==> config.mk <==
export PLATFORM = sky130hd
export DESIGN_NAME = fsub_pipe_flat
export DESIGN_NICKNAME = d
export VERILOG_FILES = /design/src/rtl/fsub_pipe_if.sv /design/src/rtl/fsub_pipe.sv /design/src/flat_wrapper.sv
export SDC_FILE = /design/constraint.sdc
export NUM_CORES = 1
export LEC_CHECK = 0
export ABC_AREA = 1
export ABC_CLOCK_PERIOD_IN_PS = 10400
export CAP_MARGIN = 40
export CORE_UTILIZATION = 55
export CTS_BUF_LIST = sky130_fd_sc_hd__clkbuf_16
export CTS_CLUSTER_SIZE = 25
export DETAILED_ROUTE_END_ITERATION = 16
export PLACE_DENSITY_LB_ADDON = 0.12
export SETUP_SLACK_MARGIN = 0.1
export SKIP_CTS_REPAIR_TIMING = 1
export SYNTH_ARGS = -nofsm -noshare
export SYNTH_HDL_FRONTEND = slang
export SYNTH_SLANG_ARGS = --single-unit
==> constraint.sdc <==
create_clock -name clk -period 10.4 [get_ports clk]
set_input_delay 3.12 -clock clk [delete_from_list [all_inputs] [get_ports clk]]
set_output_delay 3.12 -clock clk [all_outputs]
set_load 0.01 [all_outputs]
==> src/rtl/fsub_pipe_if.sv <==
// Operand/result handshake bundle for fsub_pipe.
// The DUT takes the slave modport; the producer/consumer side takes master.
interface fsub_pipe_if;
    logic [31:0] x1;
    logic [31:0] x2;
    logic        in_valid;
    logic        in_ready;
    logic [31:0] y;
    logic        ovf;
    logic        out_valid;
    logic        out_ready;

    modport slave (
        input  x1, x2, in_valid, out_ready,
        output in_ready, y, ovf, out_valid
    );

    modport master (
        output x1, x2, in_valid, out_ready,
        input  in_ready, y, ovf, out_valid
    );
endinterface

==> src/rtl/fsub_pipe.sv <==
// Three-stage single-precision subtractor y = x1 - x2 (align, subtract/LZC, normalize/pack).
// Macro FSUB_RNE_EN selects round-to-nearest-even; default build truncates.
module fsub_pipe (
    input  logic       clk,
    input  logic       rstn,
    fsub_pipe_if.slave bus
);

    logic        r_v1, r_v2, r_v3;
    logic        w_s1_ld, w_s2_ld, w_s3_ld;

    // Each stage advances when empty or when its successor advances.
    assign w_s3_ld      = !r_v3 || bus.out_ready;
    assign w_s2_ld      = !r_v2 || w_s3_ld;
    assign w_s1_ld      = !r_v1 || w_s2_ld;
    assign bus.in_ready = w_s1_ld;

    // ---------------- S1: align ----------------
    logic [30:0] w_mag_a, w_mag_b, w_mag_l, w_mag_s;
    logic        w_sa, w_sb, w_a_big, w_sign_l, w_sign_s;
    logic [7:0]  w_exp_l, w_exp_s, w_diff;
    logic [4:0]  w_sh;
    logic [23:0] w_sig_l, w_sig_s;
    logic [53:0] w_wide;
    logic [26:0] w_big, w_small;
    logic        w_spec;

    assign w_sa     = bus.x1[31];
    assign w_sb     = ~bus.x2[31];
    assign w_mag_a  = (bus.x1[30:23] == 8'd0) ? 31'd0 : bus.x1[30:0];
    assign w_mag_b  = (bus.x2[30:23] == 8'd0) ? 31'd0 : bus.x2[30:0];
    assign w_a_big  = (w_mag_a >= w_mag_b);
    assign w_mag_l  = w_a_big ? w_mag_a : w_mag_b;
    assign w_mag_s  = w_a_big ? w_mag_b : w_mag_a;
    assign w_sign_l = w_a_big ? w_sa : w_sb;
    assign w_sign_s = w_a_big ? w_sb : w_sa;
    assign w_exp_l  = w_mag_l[30:23];
    assign w_exp_s  = w_mag_s[30:23];
    assign w_sig_l  = (w_exp_l == 8'd0) ? 24'd0 : {1'b1, w_mag_l[22:0]};
    assign w_sig_s  = (w_exp_s == 8'd0) ? 24'd0 : {1'b1, w_mag_s[22:0]};
    assign w_diff   = w_exp_l - w_exp_s;
    assign w_sh     = (w_diff > 8'd27) ? 5'd27 : w_diff[4:0];
    // Low 27 bits of the wide shift catch everything pushed past the field.
    assign w_wide   = {w_sig_s, 3'b000, 27'd0} >> w_sh;
    assign w_small  = {w_wide[53:28], w_wide[27] | (|w_wide[26:0])};
    assign w_big    = {w_sig_l, 3'b000};
    assign w_spec   = (bus.x1[30:23] == 8'hFF) || (bus.x2[30:23] == 8'hFF);

    logic        r1_sign, r1_sub, r1_spec;
    logic [7:0]  r1_exp;
    logic [26:0] r1_big, r1_small;

    always_ff @(posedge clk or negedge rstn) begin
        if (!rstn) begin
            r_v1     <= 1'b0;
            r1_sign  <= 1'b0;
            r1_sub   <= 1'b0;
            r1_spec  <= 1'b0;
            r1_exp   <= 8'd0;
            r1_big   <= 27'd0;
            r1_small <= 27'd0;
        end else if (w_s1_ld) begin
            r_v1 <= bus.in_valid;
            if (bus.in_valid) begin
                r1_sign  <= w_sign_l;
                r1_sub   <= (w_sign_l != w_sign_s);
                r1_spec  <= w_spec;
                r1_exp   <= w_exp_l;
                r1_big   <= w_big;
                r1_small <= w_small;
            end
        end
    end

    // ---------------- S2: add/subtract + LZC ----------------
    logic [27:0] w_sum;
    logic [4:0]  w_lzc;

    assign w_sum = r1_sub ? ({1'b0, r1_big} - {1'b0, r1_small})
                          : ({1'b0, r1_big} + {1'b0, r1_small});

    always_comb begin
        w_lzc = 5'd26;
        for (int i = 1; i <= 26; i++)
            if (w_sum[i]) w_lzc = 5'(26 - i);
    end

    logic        r2_sign, r2_spec;
    logic [7:0]  r2_exp;
    logic [27:0] r2_sum;
    logic [4:0]  r2_lzc;

    always_ff @(posedge clk or negedge rstn) begin
        if (!rstn) begin
            r_v2    <= 1'b0;
            r2_sign <= 1'b0;
            r2_spec <= 1'b0;
            r2_exp  <= 8'd0;
            r2_sum  <= 28'd0;
            r2_lzc  <= 5'd0;
        end else if (w_s2_ld) begin
            r_v2 <= r_v1;
            if (r_v1) begin
                r2_sign <= r1_sign;
                r2_spec <= r1_spec;
                r2_exp  <= r1_exp;
                r2_sum  <= w_sum;
                r2_lzc  <= w_lzc;
            end
        end
    end

    // ---------------- S3: normalize, round, pack ----------------
    logic [23:0] w_mant;
    logic        w_inc;
    logic [24:0] w_rnd;
    logic [9:0]  w_e, w_ef;
    logic [22:0] w_frac;
    logic        w_zero;
    logic [31:0] w_y;
    logic        w_ovf;

`ifdef FSUB_RNE_EN
    logic [26:0] w_norm;
    always_comb begin
        if (r2_sum[27]) w_norm = {r2_sum[27:2], r2_sum[1] | r2_sum[0]};
        else            w_norm = r2_sum[26:0] << r2_lzc;
    end
    assign w_mant = w_norm[26:3];
    assign w_inc  = w_norm[2] & (w_norm[3] | w_norm[1] | w_norm[0]);
`else
    assign w_mant = r2_sum[27] ? r2_sum[27:4] : 24'((r2_sum[26:0] << r2_lzc) >> 3);
    assign w_inc  = 1'b0;
`endif

    // 10-bit two's complement exponent covers -26..257.
    assign w_e    = r2_sum[27] ? ({2'b00, r2_exp} + 10'd1) : ({2'b00, r2_exp} - {5'd0, r2_lzc});
    assign w_rnd  = {1'b0, w_mant} + {24'd0, w_inc};
    assign w_ef   = w_e + {9'd0, w_rnd[24]};
    assign w_frac = w_rnd[24] ? 23'd0 : w_rnd[22:0];
    assign w_zero = !(w_rnd[24] | w_rnd[23]);

    always_comb begin
        w_y   = {r2_sign, w_ef[7:0], w_frac};
        w_ovf = 1'b0;
        if (r2_spec) begin
            w_y   = 32'h7FC0_0000;
            w_ovf = 1'b1;
        end else if (w_zero || w_ef[9] || (w_ef == 10'd0)) begin
            w_y = 32'h0000_0000;
        end else if (w_ef >= 10'd255) begin
            w_y   = {r2_sign, 8'hFF, 23'd0};
            w_ovf = 1'b1;
        end
    end

    logic [31:0] r3_y;
    logic        r3_ovf;

    always_ff @(posedge clk or negedge rstn) begin
        if (!rstn) begin
            r_v3   <= 1'b0;
            r3_y   <= 32'd0;
            r3_ovf <= 1'b0;
        end else if (w_s3_ld) begin
            r_v3 <= r_v2;
            if (r_v2) begin
                r3_y   <= w_y;
                r3_ovf <= w_ovf;
            end
        end
    end

    assign bus.y         = r3_y;
    assign bus.ovf       = r3_ovf;
    assign bus.out_valid = r_v3;

endmodule
==> src/flat_wrapper.sv <==
// flat-port wrapper written by rule: the top's interface ports become plain ports
module fsub_pipe_flat 
  (clk, rstn, bus_x1, bus_x2, bus_in_valid, bus_out_ready, bus_in_ready, bus_y, bus_ovf, bus_out_valid);
  fsub_pipe_if bus_i ();
  input  logic clk;
  input  logic rstn;
  input wire logic [$bits(bus_i.x1)-1:0] bus_x1;
  input wire logic [$bits(bus_i.x2)-1:0] bus_x2;
  input wire logic [$bits(bus_i.in_valid)-1:0] bus_in_valid;
  input wire logic [$bits(bus_i.out_ready)-1:0] bus_out_ready;
  output wire logic [$bits(bus_i.in_ready)-1:0] bus_in_ready;
  output wire logic [$bits(bus_i.y)-1:0] bus_y;
  output wire logic [$bits(bus_i.ovf)-1:0] bus_ovf;
  output wire logic [$bits(bus_i.out_valid)-1:0] bus_out_valid;
  assign bus_i.x1 = bus_x1;
  assign bus_i.x2 = bus_x2;
  assign bus_i.in_valid = bus_in_valid;
  assign bus_i.out_ready = bus_out_ready;
  assign bus_in_ready = bus_i.in_ready;
  assign bus_y = bus_i.y;
  assign bus_ovf = bus_i.ovf;
  assign bus_out_valid = bus_i.out_valid;
  fsub_pipe u_core (.clk(clk), .rstn(rstn), .bus(bus_i));
endmodule
Word-level counts from Yosys, hierarchy flattened
Cells that the tools add are included.
W data, S select, Z words.
Cells by class
  $add $sub $neg: 5
  muxes and demuxes: 44
  shifts and indexed selects: 2
  reduce and logical (&&, ||, !) cells: 19
  order comparisons: 3
  bitwise logic cells: 2
  equal/unequal tests: 3
Operator list (count)
  $mux W31: 5
  $mux W5: 17
  $mux W24: 3
  $mux W32: 2
  $shr A54 B5 Y54: 1
  $logic_not A8 Y1: 4
  $mux W4: 8
  $ge A31 B31 Y1: 1
  $add A27 B27 Y28: 1
  $mux W28: 1
  $sub A27 B27 Y28: 1
  $reduce_or A27 Y1: 1
  $shl A27 B5 Y27: 1
  $eq A8 B8 Y1 const B: 2
  $ge A10 B8 Y1 const B: 1
  $logic_not A10 Y1: 1
  $mux W10: 1
  $add A8 B1 Y9 const B: 1
  $sub A8 B5 Y9: 1
  $gt A8 B5 Y1 const B: 1
  $sub A8 B8 Y8: 1
  $logic_or A1 B1 Y1: 6
  $reduce_and A2 Y1: 3
  $mux W1: 5
  5 further kinds: 9
Word-level totals
  output and inout bits: 35
  bits in registers: 141
  input bits: 68
  word-level logic and storage cells: 94

Depth between registers and ports, before layout
Gate-level depths: netlist of run 1.
  depth after elaboration: 28
  depth in mapped cells: 43
  mapped depth without buffers: 40

Worst setup path before layout of run 1
OpenSTA, ideal clock, no wires.
  path type: input port to flip-flop
  start: input bus_x1[30]
  end: register u_core.r1_small[0]
  setup time: 0.123 ns
  path buffers: 3
  data arrival time: 6.972 ns
  required time: 10.277 ns
  cell stages on the path: 40
  setup slack: 3.305 ns
  cells stage by stage: nor2_1 -> nand3_1 -> nor2_1 -> clkbuf_1 -> nor2_1 -> ha_1 -> nand2_1 -> nor2_1 -> nand2_1 -> nor2_1 -> nor2_1 -> nand2_1 -> nand2_2 -> nand2_4 -> buf_6 -> nand2_2 -> nand2_2 -> nand2_2 -> [... 4 more ...] -> nand2_1 -> nand2_1 -> nand2_1 -> nand3_1 -> nand2_2 -> nor2_8 -> nand2_2 -> buf_4 -> nand3_1 -> nand3_1 -> nand3_1 -> nand2_1 -> nor2_1 -> nand2_1 -> nor2_1 -> nand3_1 -> nand2_1 -> a21oi_1
Between the ends
  cells in the longest elaborated chain, start to end: 10
  elaborated cells on any way between the ends: 13
  classes of those cells: add/sub: 1; order compare: 2; shift: 1; mux: 5; bitwise: 1; reduce/logical: 3
Ends and longest elaborated chain
  from (decl): line flat_wrapper.sv:7  | input wire logic [$bits(bus_i.x1)-1:0] bus_x1;
  $logic_not A8 Y1: line fsub_pipe.sv:30  | assign w_mag_a = (bus.x1[30:23] == 8'd0) ? 31'd0 : bus.x1[30:0];
  $mux W31 (*): line fsub_pipe.sv:30
  $ge A31 B31 Y1: line fsub_pipe.sv:32  | assign w_a_big = (w_mag_a >= w_mag_b);
  $mux W31 (on tied branches): line fsub_pipe.sv:33, fsub_pipe.sv:34
  $sub A8 B8 Y8: line fsub_pipe.sv:41  | assign w_diff = w_exp_l - w_exp_s;
  $gt A8 B5 Y1: line fsub_pipe.sv:42  | assign w_sh = (w_diff > 8'd27) ? 5'd27 : w_diff[4:0];
  $mux W5: line fsub_pipe.sv:42
  $shr A54 B5 Y54 (*): line fsub_pipe.sv:44  | assign w_wide = {w_sig_s, 3'b000, 27'd0} >> w_sh;
  $reduce_or A27 Y1: line fsub_pipe.sv:45  | assign w_small = {w_wide[53:28], w_wide[27] | (|w_wide[26:0])};
  $or A1 B1 Y1 (*): line fsub_pipe.sv:45
  to (signal assigned): line fsub_pipe.sv:70  | r1_small <= w_small;
  to (decl): line fsub_pipe.sv:51  | logic [26:0] r1_big, r1_small;
Mark *: on every way between the ends. The rest lies on a longest branch, timed or not.
A chain may end at the register's enable or synchronous reset.

Final worst setup path of run 1
  start: input bus_x2[30]
  end: register u_core.r1_small[0]
Between the ends
  cells in the longest elaborated chain, start to end: 10
  elaborated cells on any way between the ends: 13
  classes of those cells: add/sub: 1; order compare: 2; shift: 1; mux: 5; bitwise: 1; reduce/logical: 3
Ends and longest elaborated chain
  from (decl): line flat_wrapper.sv:8  | input wire logic [$bits(bus_i.x2)-1:0] bus_x2;
  $logic_not A8 Y1: line fsub_pipe.sv:31  | assign w_mag_b = (bus.x2[30:23] == 8'd0) ? 31'd0 : bus.x2[30:0];
  $mux W31 (*): line fsub_pipe.sv:31
  $ge A31 B31 Y1: line fsub_pipe.sv:32
  $mux W31 (on tied branches): line fsub_pipe.sv:33, fsub_pipe.sv:34
  $sub A8 B8 Y8: line fsub_pipe.sv:41
  $gt A8 B5 Y1: line fsub_pipe.sv:42
  $mux W5: line fsub_pipe.sv:42
  $shr A54 B5 Y54 (*): line fsub_pipe.sv:44
  $reduce_or A27 Y1: line fsub_pipe.sv:45
  $or A1 B1 Y1 (*): line fsub_pipe.sv:45
Marked as above.

==> results.toml, run 1 <==
[worst_setup_path]
ff2ff_setup_slack_ns = 5.92
r2r_cells = 15
reg2reg_from = "u_core.r2_lzc[2]"
path_class = "input port to register"
slowest_stage = "clkdlybuf4s50_1"
worstPathArrival_ns = 9.54
cp_common_cell = "nand2_1"
cp_slowest_stage_delay_ns = 0.57
worst-endpoint-required_ns = 10.72
worst_setup_path_start_kind = "input port"
critPathMaxFanout = 70
crit_family = "simple AND/OR/NAND/NOR gates"
r2r-end = "u_core.bus.y[13]"
crit_buf_inv = 5
critPathCaptureType = "register"

[sta]
fin_crit_ns = 9.22
setup_viol = 0
tightest_slew_ns = 0.909
final_hold_viol_count = 0
tns_ns = 0
final_max_slew_viol_count = 0
relSlewSlack_pct = 39.2
worst_slack_ns = 1.18
clock.fmax_mhz = 108
skew_ns = 0.00816
finalCritPeriodShare_pct = 88.7
rsz0062_at_grt = "no"

[synthesis]
ys_seq_area_share_pct = 27.0
syn-cell-area_mm2 = 0.0131
yosys_warnings = 0
synth-main-ff-cell = "dfrtp_1"
synth.top_cell.area_share_pct = 27.0
syn_area_per_cell_um2 = 6.48
synth_top_area_cell = "dfrtp_1"
syn_nets = 2171
postSynthCellCount = 2014
async_reset_ff_share_pct = 100
synth_enable_flop_cells = 0
synth_seq_cells = 141
synth_area_leaders = "dfrtp_1, nand2_1, o21ai_0"
ys_types = 57

[grt]
grt_max_degree = 72
grt_overflow = 0
grt_first_pass_wirelength_um = 64800
antenna_found_initial = 0
grt_usage_pct = 33.8
grt_pass1_vias = 12700

[routing]
drc = 0
drt_pre_antenna_iters = 6
wl_um = 40200
drtIter0Drc = 1255
drt.antenna.violating_nets = 0
wire_per_inst_um = 16.9
dr_total_vias = 13700
drt-vias-per-instance = 5.75

[final_layout]
final_common_cell = "nand2_1"
antenna_cells = 0
nets = 2200
layout-drive-gt1-share_pct = 4.13
areaGrowthSynthToFinish_pct = 12.5
mostFrequentLayoutCells = "nand2_1, o21ai_0, inv_1, nand3_1, dfrtp_1"

[worst_hold_path]
min-delay-start = "u_core.r1_exp[6]"
min_to = "u_core.r2_exp[6]"
worst_hold_path_type = "register to register"
hold_depth = 2

[die]
rows = 56
ios = 103
start_util_pct = 55.8
die_h_um = 156
dieArea_mm2 = 0.0244
core_area_mm2 = 0.0234
fp.dieW_um = 156

[placement]
gp_congestion = 0.954
io_buffers = 102
dp_hpwl_um = 31700
dp_slack_ns = 0.865

[cts]
clock_sinks = 141
cts.clk_slew.worst_paths_ns = 0.07
clk_latency_ns = 0.44
clk_path_buf_depth = 2
cts_tree = "yes"
cts_buffers = 17
cts_root_buf = "clkbuf_16"
htreeDepth = 4

[power]
p_leak_nw = 7.24
max-vdd-ir-drop_mv = 0.133
powerDensity_mw_per_mm2 = 240

[run]
maxCapViolations = 0

[run_status]
status = "complete, no violations"
==> sequential cells by signal, summed over array words and instances, names as in the netlist <==
signal	count
u_core.r2_spec	1
u_core.r2_sign	1
u_core.r1_sign	1
u_core.bus.out_valid	1
u_core.r1_sub	1
u_core.bus.ovf	1
u_core.r2_sum	28
u_core.r2_exp	8
u_core.bus.y	32
u_core.r_v2	1
u_core.r_v1	1
u_core.r1_small	27
u_core.r1_big	24
u_core.r1_spec	1
u_core.r2_lzc	5
u_core.r1_exp	8
==> tightest hold or removal path: stages, from the launching register on <==
cell     delay [ns]
dfrtp_1        0.35
nand2_1        0.05
nand2_1        0.05
==> worst max path at each step <==
stage	to	from	slack (ns)	depth (start not counted)
finish	u_core.r1_small[0]	bus_x2[30]	1.18	38
global route	u_core.r1_small[0]	bus_x2[30]	0.46	38
CTS	u_core.r1_small[0]	bus_x2[30]	1.31	38
detailed placement	u_core.r1_small[0]	bus_x2[30]	0.86	38
global placement	u_core.r1_small[0]	bus_x2[30]	0.99	38
floorplan	u_core.r1_small[0]	bus_x1[30]	3.30	40
==> power breakdown <==
| part | leakage (nW) | total, mW | switching (mW) | internal, mW |
|---|---|---|---|---|
| logic | 5.19 | 2.06 | 1.33 | 0.732 |
| registers | 1.78 | 0.887 | 0.171 | 0.716 |
| clock network | 0.269 | 0.580 | 0.268 | 0.313 |
==> cell type report <==
| type | count | area, um^2 |
|---|---|---|
| clock inverter | 15 | 125 |
| clock buffer | 17 | 425 |
| timing repair buffer | 118 | 1170 |
| fill | 2264 | 8710 |
| multi-input combinational | 1545 | 8220 |
| tap | 319 | 399 |
| sequential | 141 | 3530 |
| inverter | 220 | 826 |
==> cells in the mapped netlist (all sizes together), types with 10 or more instances <==
master and n:
nor2 132, buf 31, nand3 201, nand4 23, o221ai 15, ha 87
xor2 31, a21oi 93, a32o 17, nor3 15, o21ai 251, o22ai 22
nand2 572, inv 217, clkbuf 77, dfrtp 141, o211ai 10, mux2i 14
==> cell families (layout without fill, tap and decap cells) <==
group | Yosys count | count (layout) | share of synthesized area (%)
multiplexers | 14 | 14 | 1.07
adder cells (fa/ha/maj) | 89 | 89 | 8.64
AO/OA/AOI/OAI | 452 | 452 | 19.8
buffers and inverters | 328 | 370 | 10.1
XOR/XNOR | 33 | 33 | 2.21
AND/OR/NAND/NOR | 957 | 957 | 31.1
flip-flops | 141 | 141 | 27.0
==> layer usage <==
layer,GRT usage [%],part of all wire (%)
met5,0,0
met4,15.5,4.1
met3,5.47,6.3
met2,54.0,46
met1,44.9,44
==> stage by stage <==
| step | hold WS, ns | util, % | cells | power, mW | cell area [um^2] |
|---|---|---|---|---|---|
| finish | 0.476 | 62.8 | 2375 | 3.53 | 14700 |
| global route | 0.514 | 62.8 | 2375 | 3.80 | 14700 |
| CTS | 0.479 | 62.7 | 2374 | 3.49 | 14700 |
| detailed placement | 0.461 | 60.4 | 2342 | 2.91 | 14100 |
| global placement | 0.451 | 60.2 | 2340 | 2.87 | 14100 |
| floorplan | 0.442 | - | 2014 | 2.29 | 13100 |
(Power assumes the default switching activity.)
==> inputs of run 2 (changes only) <==
--- a/config.mk
+++ b/config.mk
@@ -10,7 +10,6 @@
 export CAP_MARGIN = 40
 export CORE_UTILIZATION = 55
 export CTS_BUF_LIST = sky130_fd_sc_hd__clkbuf_16
-export CTS_CLUSTER_SIZE = 25
 export DETAILED_ROUTE_END_ITERATION = 16
 export PLACE_DENSITY_LB_ADDON = 0.12
 export SETUP_SLACK_MARGIN = 0.1
==> results of run 2 <==
Final layout, timing and power as in run 1 (identical DEF).
